<file path="src/rtl/fds_reg_sequencer.sv">
// FDS register restore sequencer: replays a 107-write snapshot through the CPU register port.
// Optional conflict counter enabled by FDS_SEQ_CONFLICT_CNT_EN.
module fds_reg_sequencer (
  input  logic        clk,
  input  logic        reset,
  input  logic        m2,
  input  logic        cpu_wr,
  input  logic [15:0] cpu_addr,
  input  logic [7:0]  cpu_din,
  input  logic        start,
  output logic        busy,
  output logic        done,
  output logic [6:0]  snap_addr,
  input  logic [7:0]  snap_data,
  output logic        out_wr,
  output logic [15:0] out_addr,
  output logic [7:0]  out_data,
  output logic [7:0]  conflict_cnt
);

  typedef enum logic [2:0] {
    IDLE,
    WAVE_OPEN,
    WAVE,
    WAVE_CLOSE,
    MOD_HALT,
    MOD,
    REGS,
    FINISH
  } state_t;

  localparam logic [6:0] LAST_STEP = 7'd106;

  state_t      state, state_n;
  logic [6:0]  step, step_n;
  logic        seq_wr, seq_wr_n;
  logic [15:0] seq_addr, seq_addr_n;
  logic [7:0]  seq_data, seq_data_n;
  logic [6:0]  snap_addr_n;
  logic        m2_q;
  logic        m2_rise;
  logic        consume;
  logic [6:0]  nstep;

  assign m2_rise = m2 & ~m2_q;
  assign consume = m2_rise & seq_wr & ~cpu_wr;
  assign nstep   = step + 7'd1;

  assign busy = (state != IDLE);
  assign done = (state == FINISH);

  assign out_wr   = cpu_wr | seq_wr;
  assign out_addr = cpu_wr ? cpu_addr : seq_addr;
  assign out_data = cpu_wr ? cpu_din  : seq_data;

  function automatic logic [15:0] reg_addr(input logic [6:0] s);
    logic [15:0] a;
    a = 16'h408A;
    unique case (s)
      7'd99:   a = 16'h4080;
      7'd100:  a = 16'h4082;
      7'd101:  a = 16'h4083;
      7'd102:  a = 16'h4084;
      7'd103:  a = 16'h4085;
      7'd104:  a = 16'h4086;
      7'd105:  a = 16'h4087;
      default: a = 16'h408A;
    endcase
    return a;
  endfunction

  always_ff @(posedge clk) begin
    if (reset) begin
      state     <= IDLE;
      step      <= '0;
      seq_wr    <= 1'b0;
      seq_addr  <= '0;
      seq_data  <= '0;
      snap_addr <= '0;
      m2_q      <= 1'b0;
    end else begin
      state     <= state_n;
      step      <= step_n;
      seq_wr    <= seq_wr_n;
      seq_addr  <= seq_addr_n;
      seq_data  <= seq_data_n;
      snap_addr <= snap_addr_n;
      m2_q      <= m2;
    end
  end

  always_comb begin
    state_n     = state;
    step_n      = step;
    seq_wr_n    = seq_wr;
    seq_addr_n  = seq_addr;
    seq_data_n  = seq_data;
    snap_addr_n = snap_addr;
    unique case (state)
      IDLE: begin
        seq_wr_n = 1'b0;
        if (start) begin
          state_n     = WAVE_OPEN;
          step_n      = '0;
          seq_wr_n    = 1'b1;
          seq_addr_n  = 16'h4089;
          seq_data_n  = 8'h80;
          snap_addr_n = '0;
        end
      end
      FINISH: begin
        state_n     = IDLE;
        step_n      = '0;
        seq_wr_n    = 1'b0;
        snap_addr_n = '0;
      end
      default: begin
        if (consume) begin
          if (step == LAST_STEP) begin
            state_n     = FINISH;
            seq_wr_n    = 1'b0;
            snap_addr_n = '0;
          end else begin
            step_n      = nstep;
            seq_data_n  = snap_data;
            // Prefetch the index of the next data-bearing step.
            snap_addr_n = (nstep <= 7'd65) ? nstep : nstep - 7'd1;
            unique case (1'b1)
              (nstep <= 7'd64): begin
                state_n    = WAVE;
                seq_addr_n = 16'h403F + {9'd0, nstep};
              end
              (nstep == 7'd65): begin
                state_n    = WAVE_CLOSE;
                seq_addr_n = 16'h4089;
                seq_data_n = snap_data & 8'h03;
              end
              (nstep == 7'd66): begin
                state_n    = MOD_HALT;
                seq_addr_n = 16'h4087;
                seq_data_n = 8'h80;
              end
              (nstep >= 7'd67 && nstep <= 7'd98): begin
                state_n    = MOD;
                seq_addr_n = 16'h4088;
              end
              default: begin
                state_n    = REGS;
                seq_addr_n = reg_addr(nstep);
              end
            endcase
          end
        end
      end
    endcase
  end

`ifdef FDS_SEQ_CONFLICT_CNT_EN
  logic [7:0] cnt_q;

  always_ff @(posedge clk) begin
    if (reset) begin
      cnt_q <= '0;
    end else if (state == IDLE && start) begin
      cnt_q <= '0;
    end else if (m2_rise && seq_wr && cpu_wr && cnt_q != 8'hFF) begin
      cnt_q <= cnt_q + 8'd1;
    end
  end

  assign conflict_cnt = cnt_q;
`else
  assign conflict_cnt = '0;
`endif

endmodule

</file>
<file path="config.mk">
export PLATFORM = sky130hd
export DESIGN_NAME = fds_reg_sequencer
export DESIGN_NICKNAME = d
export VERILOG_FILES = /design/src/rtl/fds_reg_sequencer.sv
export SDC_FILE = /design/constraint.sdc
export NUM_CORES = 1
export LEC_CHECK = 0
export ABC_CLOCK_PERIOD_IN_PS = 7200
export BUFFER_PORTS_ARGS = -buffer_cell sky130_fd_sc_hd__buf_2
export CORE_MARGIN = 8
export CORE_UTILIZATION = 25
export CTS_BUF_LIST = sky130_fd_sc_hd__clkbuf_4 sky130_fd_sc_hd__clkbuf_8
export DETAILED_ROUTE_END_ITERATION = 10
export MAX_ROUTING_LAYER = met4
export PLACE_DENSITY = 0.55
export SYNTH_ARGS = -nofsm -noshare
export SYNTH_HDL_FRONTEND = slang
export SYNTH_SLANG_ARGS = --single-unit
</file>
<file path="constraint.sdc">
create_clock -name clk -period 7.2 [get_ports clk]
set_clock_uncertainty 0.15 [all_clocks]
set_input_delay 1.44 -clock clk [delete_from_list [all_inputs] [get_ports clk]]
set_output_delay 1.44 -clock clk [all_outputs]
set_load 0.01 [all_outputs]
</file>
==> impl_results.md <==
* Die W at 118.0 um
* Port bufs at 70
* Via count at between 2000 and 3000
* Sum Neg Setup Slack at 0 ns
* Worst-Skew Late Latency at between 0.2 and 0.3 ns
* Synth Warn # at 0
* Worst path top cell family by delay: simple AND/OR/NAND/NOR gates
* First-pass GRT wire length at between 10 and 15 mm
* Critical path depth in cells at 7
* Antenna violations before repair at 0
* CP Cell Sequence: buf_2 -> nor4bb_1 -> o41ai_1 -> nor2_1 -> a21oi_1 -> a2bb2oi_1 -> nor2_1
* Final Cycle Share at around 57%
* Area grow syn2layout at 18.44%
* Post-Syn Area at between 2000 and 3000 um^2
* PostCTS Resize Cnt at 0
* Fmax at ~250 MHz
* Hold Path Cell Cnt at 2
* WP buf/inv at 1
* Seq cells post-synth at 36
* Post-synthesis mux area share at between 7 and 8%
* Pwr/cell area at about 140 nW/um^2
* Dpl cells at about 510
* Full die area at between 10000 and 15000 um^2
* CTS Hold Bufs at 0
* Ports at between 70 and 80
* Share of layout cells above drive strength 1 at approximately 29%
* Largest family of logic cells by synthesized area: compound AO/OA/AOI/OAI gates
* Routed Antenna Nets at 0
* Outcome: complete, no violations
* Diodes inserted at 0
* CP Capture Type: flop
* Pin count of the biggest net entering global routing at 30
* DR WL/cell at around 17 um
* Top cells by area, synth: dfxtp_1 (28%), mux2_2 (7.4%), nor2_1 (4.5%)
* Period minus WS final at 4.069 ns
* Yosys cell types at 62
* Final hold viol count at 0
* Synth area leader: dfxtp_1
* DRT Wirelength at about 8.5 mm
* R2r worst-path depth at 8
* Grt ovf at 0
* Simple-gate share of the synthesized area at a little under a quarter
* Hpwl dp at roughly 6.5 mm
* Final setup viols at 0
* P_leak at ~1.2 nW
* All-Layer GR Usage at between 10% and 20%
* Post-Syn Instances at 328
* Die height at between 100 and 150 um
* Non-Filler Instances at between 500 and 600
* Primary FF master, synth: dfxtp_1
* CTS max path bufs at 2
* CP Class: input port to flop
* DRC viols at 0
* Number of synthesized flops with an enable pin at 0
* Peak supply drop at 0.05595 mV
* Filler cell count at 1115
* Gp weighted congestion at a little over 0.9
* Depth of the CTS H-tree at 2
* Max-slew headroom at a little under a quarter
* Worst Path Required at 7.28 ns
* FFs w/ async S/R, synth at 0%
* Area share of the largest cell type after synthesis at 27.73%
* Critical path's slowest cell: nor4bb_1
* DR iter-0 viols at about 230
* Complex-gate fraction of the synthesized area at 26.67%
* Total Nets Final at between 400 and 500
* Rows at 37
* Max incr delay on CP at roughly 0.98 ns
* DR vias/cell at ~5.1
* Post-synthesis xor/xnor area fraction at 4.718%
* HP Class: flop to flop
* Syn Area/Cell at 7.923 um^2
* RSZ-0062 raised after global routing: no
* Vias in the first global route at ~2600
* Synth Area in Adders at about 2.9%
* Total CTS buffers at 5
* Post-CTS Setup Repair Bufs at 0
* Cell with the most instances after synthesis: dfxtp_1
* Max FO, Critical Path at 27
* Core Area at approximately 10000 um^2
* Drt first pass iters at 4
* Max-cap violation count at 0
* Startpoint types: input port
* Initial core utilization at approximately 25%
* Clock-pin transition on the worst setup and hold timing paths at ~0.07 ns
* Worst EP arrival at roughly 4.2 ns
* # clock sinks at 36
* Least-Margin Pin Slew at 1.148 ns
* Slew Limit Fails at 0
* Crit path top cell by count: nor2_1
* TritonCTS clock tree: built
* Post-synth top cells: dfxtp_1 (36), nor2_1 (31), nand2_1 (23), a21oi_1 (19), mux2_2 (17)
* Post-synthesis sequential area ratio at around 28%
* Clock Root Buffer: clkbuf_8
## flip-flops by register name, summed over array words and instances (netlist names)
name	flops
snap_addr	7
seq_wr	1
state	3
seq_data	8
m2_q	1
step	7
seq_addr	9
## metrics by stage
step,area (um^2),util (%),hold WS (ns),power [mW],worst slack (ns)
after CTS,3078,30.08,0.3102,0.4239,3.158
after global placement,2985,29.18,0.3011,0.2719,2.925
after floorplan,2625,-,0.2795,0.2503,3.130
after global routing,3078,30.08,0.3265,0.4398,2.843
final,3078,30.08,0.3110,0.4194,3.131
after detailed placement,2985,29.18,0.2927,0.2724,2.865
## placed cells by master, fill, tap and decap left out, types with 2 or more instances in the layout
cell type  synthesis  layout
clkbuf_8           0       6
or3_1              5       5
a31oi_1            4       4
conb_1             1       8
xor2_1             2       2
clkinv_2           0       2
o211ai_1           5       5
mux2_2            17      17
or2_2              5       5
ha_1               6       6
o31ai_1            2       2
nand4_1            2       2
a21oi_1           19      19
a311oi_1           4       4
nor2_1            31      31
o21ai_0           16      16
nor4bb_1           2       2
o22ai_1            5       5
nand3_1           14      14
nor4_1             3       3
o21a_1             3       3
a21o_1             3       3
and2_1             9       9
dfxtp_1           36      36
a32oi_1            3       3
nor3_1             6       6
nand2_1           23      23
inv_1              8       8
a32o_1             4       4
o41ai_1            3       3
a211oi_1           3       3
buf_4              8       2
xnor2_1           12      12
a22oi_1           10      10
buf_2              8      70
a2bb2oi_1          2       2
nor3b_1            2       2
## layer usage
| layer | global-route usage (%) | share of wire [%] | vias to the layer above |
|---|---|---|---|
| met1 | 15.68 | 46 | 1247 |
| met5 | - | 0 | - |
| met4 | 2.882 | 0.98 | 0 |
| li1 | - | - | 1293 |
| met3 | 1.679 | 4.8 | 6 |
| met2 | 20.90 | 48 | 76 |
## power breakdown
group | switching [mW] | leakage [nW] | internal [mW] | total, mW
registers | 0.00260 | 0.292 | 0.203 | 0.206
clock network | 0.0757 | 0.0510 | 0.0764 | 0.152
logic | 0.0343 | 0.905 | 0.0272 | 0.0615
## area by class of cell
class	count	area (um^2)	area share (%)
inverter	8	30.03	0.9756
tap	136	170.2	5.528
sequential	36	720.7	23.41
multi-input combinational	257	1699	55.20
timing repair buffer	72	365.4	11.87
clock inverter	2	10.01	0.3252
clock buffer	6	82.58	2.683
## worst reg2reg max path: stages, from the launching register on
cell	delay [ns]
dfxtp_1	0.73
ha_1	0.76
nand2_1	0.28
nor2_1	0.25
xnor2_1	0.14
buf_4	0.23
nand3_1	0.14
a2111oi_0	0.55
o31ai_1	0.17
## logic make-up (layout without fill, tap and decap cells)
logic type	count (synthesis)	count (layout)
simple gates	113	113
compound gates	99	99
buf+inv	42	88
flops	36	36
mux	17	17
xor+xnor	14	14
fa+ha+maj	6	6
other cells	1	8
## path summary, 6_finish.rpt
kind / slack (ns) / to / startpoint
hold reg to reg: 0.31 / seq_data[1] / seq_data[1]
hold / removal: 0.31 / seq_data[1] / seq_data[1]
setup / recovery: 3.13 / step[3] / cpu_wr
setup reg to reg: 3.68 / seq_addr[1] / step[1]
(Power assumes the default switching activity.)
